`src/rtl/imp_meas_sequencer.sv`:
```
// Impedance measurement sequencer: enables the excitation counter, discards
// SettleCycles IP periods, then strobes I/Q samples for AcqCycles periods.
module imp_meas_sequencer #(
  parameter int SW      = 8,
  parameter int AW      = 16,
  parameter int TIMEOUT = 1024,
  parameter int TOW     = 11
) (
  input  logic          Clk,
  input  logic          Resetn,
  input  logic          Start,
  input  logic          Abort,
  input  logic [SW-1:0] SettleCycles,
  input  logic [AW-1:0] AcqCycles,
  input  logic          IP,
  input  logic          QP,
  output logic          CountEnable,
  output logic          AcqValid,
  output logic          SampleI,
  output logic          SampleQ,
  output logic [AW-1:0] PeriodCount,
  output logic          Busy,
  output logic          Done,
  output logic          Error
);

  typedef enum logic [1:0] {S_IDLE, S_SETTLE, S_ACQ, S_DONE} state_t;

  state_t          state_q, state_d;
  logic            ip_q, qp_q;
  logic [SW-1:0]   settle_q, settle_d;
  logic [AW-1:0]   acq_q, acq_d;
  logic [TOW-1:0]  wdog_q, wdog_d;
  logic [AW-1:0]   pc_d, pc_inc;
  logic            ce_d, av_d, si_d, sq_d, busy_d, done_d, err_d;
  logic            ip_rise, qp_rise, wdog_exp, kill;

  assign ip_rise  = IP & ~ip_q;
  assign qp_rise  = QP & ~qp_q;
  assign wdog_exp = (wdog_q == TOW'(TIMEOUT - 1));
  assign pc_inc   = (PeriodCount == {AW{1'b1}}) ? PeriodCount : PeriodCount + AW'(1);

  always_comb begin
    state_d  = state_q;
    settle_d = settle_q;
    acq_d    = acq_q;
    wdog_d   = wdog_q;
    pc_d     = PeriodCount;
    ce_d     = CountEnable;
    av_d     = AcqValid;
    busy_d   = Busy;
    err_d    = Error;
    si_d     = 1'b0;
    sq_d     = 1'b0;
    done_d   = 1'b0;
    kill     = 1'b0;

    case (state_q)
      S_IDLE: begin
        if (Start && !Abort && (AcqCycles != '0)) begin
          settle_d = SettleCycles;
          acq_d    = AcqCycles;
          err_d    = 1'b0;
          ce_d     = 1'b1;
          busy_d   = 1'b1;
          pc_d     = '0;
          wdog_d   = '0;
          if (SettleCycles == '0) begin
            state_d = S_ACQ;
            av_d    = 1'b1;
          end else begin
            state_d = S_SETTLE;
          end
        end
      end

      S_SETTLE, S_ACQ: begin
        if (Abort) begin
          kill = 1'b1;
        end else if (!ip_rise && wdog_exp) begin
          // Reference clock stalled: abandon the measurement and flag it
          kill  = 1'b1;
          err_d = 1'b1;
        end else begin
          wdog_d = ip_rise ? '0 : wdog_q + TOW'(1);
          if (state_q == S_SETTLE) begin
            if (ip_rise) begin
              // The rise that ends settling also opens acquisition period 1
              if (pc_inc == AW'(settle_q)) begin
                state_d = S_ACQ;
                av_d    = 1'b1;
                pc_d    = AW'(1);
                si_d    = 1'b1;
                wdog_d  = '0;
              end else begin
                pc_d = pc_inc;
              end
            end
          end else begin
            if (ip_rise && (PeriodCount == acq_q)) begin
              state_d = S_DONE;
              ce_d    = 1'b0;
              av_d    = 1'b0;
              busy_d  = 1'b0;
              done_d  = 1'b1;
            end else begin
              if (qp_rise && (PeriodCount != '0)) sq_d = 1'b1;
              if (ip_rise) begin
                pc_d = pc_inc;
                si_d = 1'b1;
              end
            end
          end
        end
      end

      S_DONE: begin
        state_d = S_IDLE;
      end

      default: begin
        kill = 1'b1;
      end
    endcase

    if (kill) begin
      state_d = S_IDLE;
      ce_d    = 1'b0;
      av_d    = 1'b0;
      busy_d  = 1'b0;
      si_d    = 1'b0;
      sq_d    = 1'b0;
      done_d  = 1'b0;
    end
  end

  always_ff @(posedge Clk or negedge Resetn) begin
    if (!Resetn) begin
      state_q     <= S_IDLE;
      ip_q        <= 1'b0;
      qp_q        <= 1'b0;
      settle_q    <= '0;
      acq_q       <= '0;
      wdog_q      <= '0;
      PeriodCount <= '0;
      CountEnable <= 1'b0;
      AcqValid    <= 1'b0;
      SampleI     <= 1'b0;
      SampleQ     <= 1'b0;
      Busy        <= 1'b0;
      Done        <= 1'b0;
      Error       <= 1'b0;
    end else begin
      state_q     <= state_d;
      ip_q        <= IP;
      qp_q        <= QP;
      settle_q    <= settle_d;
      acq_q       <= acq_d;
      wdog_q      <= wdog_d;
      PeriodCount <= pc_d;
      CountEnable <= ce_d;
      AcqValid    <= av_d;
      SampleI     <= si_d;
      SampleQ     <= sq_d;
      Busy        <= busy_d;
      Done        <= done_d;
      Error       <= err_d;
    end
  end

endmodule

```
`config.mk`:
```
export PLATFORM = sky130hd
export DESIGN_NAME = imp_meas_sequencer
export DESIGN_NICKNAME = d
export VERILOG_FILES = /design/src/rtl/imp_meas_sequencer.sv
export SDC_FILE = /design/constraint.sdc
export NUM_CORES = 1
export LEC_CHECK = 0
export CORE_MARGIN = 2
export CORE_UTILIZATION = 55
export CTS_CLUSTER_DIAMETER = 40
export DETAILED_ROUTE_END_ITERATION = 8
export PLACE_DENSITY = 0.87
export SLEW_MARGIN = 5
export SYNTH_ARGS = -nofsm -noshare
export SYNTH_HDL_FRONTEND = slang
export SYNTH_SLANG_ARGS = --single-unit
```
`constraint.sdc`:
```
create_clock -name Clk -period 5.44 [get_ports Clk]
set_clock_uncertainty 0.15 [all_clocks]
set_input_delay 1.088 -clock Clk [delete_from_list [all_inputs] [get_ports Clk]]
set_output_delay 1.088 -clock Clk [all_outputs]
set_load 0.01 [all_outputs]
```
[Yosys cells after proc, flatten, opt, wreduce, memory -nomap -nowiden]
Cells that the tools add are included.
Widths: inputs -> output; s select.
Storage, ports and cells
  bits of input ports: 30
  flip-flop bits (word level): 61
Cells by class
  bitwise operators: 4
  equal/unequal tests: 23
  multiplexer cells: 73
  $add $sub $neg: 2
  reduce and logical (&&, ||, !) cells: 21
Operator list (number)
  $mux 16: 9
  $mux 11: 7
  $mux 1: 42
  $pmux 16 s2: 1
  $reduce_bool 16->1: 2
  $ne 3x3->1 const B: 9
  $pmux 11 s2: 1
  $mux 2: 9
  $add 16x1->16 const B: 1
  $eq 16x16->1: 1
  $eq 16x16->1 const B: 1
  $eq 16x8->1: 1
  $ne 4x4->1 const B: 3
  $reduce_and 6->1: 2
  $add 11x1->11 const B: 1
  $eq 11x10->1 const B: 1
  $logic_not 8->1: 1
  $ne 2x2->1 const B: 4
  $reduce_and 4->1: 2
  $reduce_and 8->1: 1
  $reduce_and 7->1: 1
  $pmux 1 s2: 3
  $pmux 2 s3: 1
  $logic_and 1x1->1: 5
  10 further kinds: 14

[Logic depth before layout (Yosys ltp)]
  depth after elaboration: 10
  depth in mapped cells: 11
  gate-level depth less buffers: 10

[Least setup slack after synthesis]
OpenSTA, ideal clock, no wires.
  path type: input-to-reg
  start: in Abort
  end: reg PeriodCount[9]
  path slack: 2370 ps
  arrival: 2799 ps
  stages on the path: 9
  cells stage by stage: nand2b_1 a41oi_1 a21o_1 and2_1 clkbuf_1 o31a_1 clkbuf_1 o21ai_0 a22o_1
Between the ends
  cells in the longest elaborated chain, start to end: 5
  elaborated cells on any way between the ends: 6
  classes of those cells: eq/ne (2); reduce/logical (4)
Ends and longest elaborated chain
  from (decl): line 12  | input logic Abort,
  $logic_not 1->1: line 60  | if (Start && !Abort && (AcqCycles != '0)) begin
  $logic_and 1x1->1 (2 in series): line 60
  $ne 2x2->1 (no line)
  $reduce_and 7->1 (no line) *
  to (signal assigned): line 160  | PeriodCount <= pc_d;
  to (decl): line 21  | output logic [AW-1:0] PeriodCount,
Every way passes the cells marked *; elsewhere a longest branch is shown, timed or not.
A chain may end at the register's enable or synchronous reset.

[Worst setup path in the final report]
  start: reg PeriodCount[1]
  end: reg PeriodCount[3]
Between the ends
  cells in the longest elaborated chain, start to end: 9
  elaborated cells on any way between the ends: 17
  classes of those cells: add/sub (1); eq/ne (5); mux (9); reduce/logical (2)
Ends and longest elaborated chain
  $add 16x1->16 / $eq 16x16->1 (equally long branches): line 41  | assign pc_inc = (PeriodCount == {AW{1'b1}}) ? PeriodCount : PeriodCount + AW'(1);
  $mux 16: line 41
  $eq 16x8->1: line 89  | if (pc_inc == AW'(settle_q)) begin
  $mux 16: line 89
  $mux 16: line 87  | if (ip_rise) begin
  $mux 16: line 86  | if (state_q == S_SETTLE) begin
  $mux 16: line 80  | end else if (!ip_rise && wdog_exp) begin
  $mux 16: line 78  | if (Abort) begin
  $pmux 16 s2: line 58  | case (state_q)
Parallel ways exist; a longest one is shown, timed or not. The select of a mux whose other input is x is not followed.

==> flow_summary.yaml <==
critical_path:
  cp_top_family: "compound AO/OA/AOI/OAI gates"
  critPathBufInv: 0
  worstPathRequired_ps: 5520
  rrSetupSlack_ps: 1380
  cp.arrival_ps: 4150
  critical-path-slowest-cell: "o31ai_2"
  r2r-end: "PeriodCount[3]"
  crit_cells: 9
  crit_fanout: 13
  critPathMaxStageDelay_ps: 880
  worst_setup_path_end_kind: "register"
  path_cells: "ha_1, nand3_2, nor3_1, nor3_1, a2111oi_2, nand4_1, o31ai_2, nor2_1, a22o_1"
  path_class: "register to register"
  crit_path_end: "PeriodCount[3]"
  start_kind: "register"
  r2r-start: "PeriodCount[1]"
  reg2reg_depth: 9
  cp-startpoint: "PeriodCount[1]"
  path_common_cell: "nor3_1"
place:
  post-place-ws_ps: 1423
  gp_congestion: 0.9000
  dp_hpwl_um: 6539
  portBuffers: 52
floorplan:
  start_util_pct: 56.83
  die_y_um: 87.56
  die-area_um2: 7666
  core_area_um2: 6756
  pin_count: 53
  die_w_um: 87.56
  rows: 30
route:
  wl_per_cell_um: 17.73
  antenna_left: 0
  dr.first_iter.drc_count: 461
  dr.pass1.iters: 5
  viasPerCell: 6.411
  post-route-drc-count: 0
  vias: 3321
  routed_wl_um: 9182
sta:
  rsz0062_at_grt: "no"
  hold_violations: 0
  setup_tns_ps: 0
  setup_ws_ps: 1377
  slew_headroom_pct: 27.77
  fin_crit_ps: 4063
  post-route-period-util_pct: 74.68
  drv_slew: 0
  max_freq_mhz: 246.2
  tightest_slew_ps: 1077
  setup_viol: 0
pwr:
  swShare_pct: 38.61
  leakage_nw: 1.927
  powerDensity_nw_per_um2: 423.8
  pwr-share-seq_pct: 37.1
  p_int_mw: 1.177
  switchingPower_uw: 740.2
  ir_drop_mv: 0.2343
  power_frac_clock_pct: 20.5
  p_comb_share_pct: 42.4
logic_synthesis:
  async_flop_share_pct: 100.0
  synth-edff-count: 0
  synth_fa_ha_area_share_pct: 2.933
  ys_seq_area_share_pct: 39.75
  synth-xor-area-share_pct: 6.386
  synth_area_per_cell_um2: 9.672
  synth-main-ff-cell: "dfrtp_1"
  syn-num-nets: 436
  yosysUniqueCellTypes: 61
  synthCells: 397
  synth_seq_cells: 61
  synth_top_family_by_area: "simple AND/OR/NAND/NOR gates"
  synth_mux_area_share_pct: 8.667
  syn_area_um2: 3840
  yosys.area_share.simple_pct: 21.70
  ys.warnings.count: 0
  synth_compound_area_share_pct: 16.32
final_layout:
  drive_gt1_share_pct: 13.01
  n_antenna_cell: 0
  final_nets: 472
  final_common_cell: "dfrtp_1"
  final_cell_mix: "dfrtp_1, clkdlybuf4s50_1, nand2_1, a21oi_1"
  final_core_util_pct: 66.94
  synthToLayoutAreaGrowth_pct: 17.79
clock_tree:
  clkSinkCount: 61
  clk_latency_ps: 350
  cts_resized: 0
  ctsHoldBuffers: 0
  clk_path_buf_depth: 2
  numCtsBuffers: 9
  cts.reportedPaths.clkPinSlew_ps: 70
  cts_tree: "built"
  clockRootBuffer: "clkbuf_8"
  postCtsSetupBuffers: 0
  htree_levels: 3
global_route:
  grt_pass1_vias: 3139
  grt_max_degree: 62
  grt-ovfl-total: 0
  grt_usage_pct: 25.66
  grt_first_pass_wirelength_um: 15240
  antenna_found_initial: 0
worst_hold_path:
  worst_hold_startpoint: "qp_q"
  hp-class: "register to register"
job:
  drv_cap: 0
run_status:
  outcome: "finished clean"
state kept, by name, indices dropped and copies added, names as in the netlist:
| register | flops |
|---|---|
| PeriodCount | 16 |
| acq_q | 16 |
| wdog_q | 11 |
| settle_q | 8 |
| state_q | 2 |
| AcqValid | 1 |
| Busy | 1 |
| Done | 1 |
| Error | 1 |
| SampleI | 1 |
| SampleQ | 1 |
| ip_q | 1 |
| qp_q | 1 |
synth_stat cells, types with 3 or more instances:
| library cell | instances | share of area [%] |
|---|---|---|
| nand2_1 | 28 | 2.7 |
| o21ai_0 | 15 | 2.0 |
| nand3_1 | 12 | 1.6 |
| buf_2 | 10 | 1.3 |
| a21o_1 | 5 | 0.98 |
| nor2_1 | 24 | 2.3 |
| nor3_1 | 9 | 1.2 |
| a31oi_1 | 5 | 0.81 |
| a41oi_1 | 4 | 0.91 |
| inv_1 | 7 | 0.68 |
| or3_1 | 3 | 0.49 |
| clkbuf_1 | 13 | 1.3 |
| dfrtp_1 | 61 | 40 |
| nand4_1 | 8 | 1.3 |
| and2_1 | 4 | 0.65 |
| and3_1 | 9 | 1.5 |
| mux2_2 | 24 | 7.0 |
| mux2i_1 | 4 | 1.0 |
| nand2b_1 | 6 | 0.98 |
| nor4_1 | 15 | 2.4 |
| ha_1 | 9 | 2.9 |
| a21oi_1 | 25 | 3.3 |
| a31o_1 | 6 | 1.4 |
| nor2b_1 | 4 | 0.65 |
| o21a_1 | 3 | 0.59 |
| xor2_1 | 23 | 5.2 |
| and4_1 | 9 | 2.1 |
| xnor2_1 | 5 | 1.1 |
| buf_4 | 5 | 0.98 |
worst min-delay path by stage:
stage / cells after the start / slack [ps] / endpoint
floorplan: 2 / 310 / SampleQ
global placement: 1 / 330 / AcqValid
detailed placement: 2 / 340 / SampleQ
CTS: 2 / 350 / SampleQ
global route: 2 / 370 / SampleQ
finish: 2 / 350 / SampleQ
layout make-up:
class                   instances  area (um2)
fillers                       513        2233
multi-input cells             301        2151
flip-flops and latches         61        1526
repair buffers                 53       523.0
clock buffers                  13       178.9
well taps                      80       100.1
inverters                       7       26.28
clock inverters                 3       17.52
power groups by stage:
stage	registers (mW)	logic (mW)	clock network, mW
2_1_floorplan	0.671	0.622	0
3_3_place_gp	0.708	0.774	0
3_5_place_dp	0.715	0.798	0
4_1_cts	0.709	0.806	0.398
5_1_grt	0.727	0.902	0.419
6_report	0.711	0.813	0.394
metal layers:
metal  global-route usage [%]  up-vias  wire length (um)
met3                    5.749       26               599
met5                        0        -                 0
met2                    39.74      145              4362
li1                         -     1541                 -
met4                    12.03        0               248
met1                    34.43     1609              3972
worst register-to-register path, delay by kind of cell, from the launching register on:
kind,cells,cell delay [ps]
DFF,1,590
AOI/OAI and AO/OA,3,1530
and+or+nand+nor,5,1310
adders and majority gates,1,360
through the flow:
stage          power [mW]  instance area (um2)  instances  hold slack (ps)
2_1_floorplan       1.293                 3840        397            310.3
4_1_cts             1.914                 4523        518            349.1
5_1_grt             2.048                 4523        518            374.4
6_report            1.917                 4523        518            345.5
3_3_place_gp        1.482                 4327        502            331.2
3_5_place_dp        1.513                 4327        502            335.1
kinds of logic (layout without fill, tap and decap cells):
family	Yosys count	count (layout)
AOI/OAI and AO/OA	90	90
DFF	61	61
adders and majority gates	9	9
muxes	30	30
buffers and inverters	35	76
and+or+nand+nor	144	144
xor gates and xnor gates	28	28
Note: power is estimated with default switching activity, not from simulation.
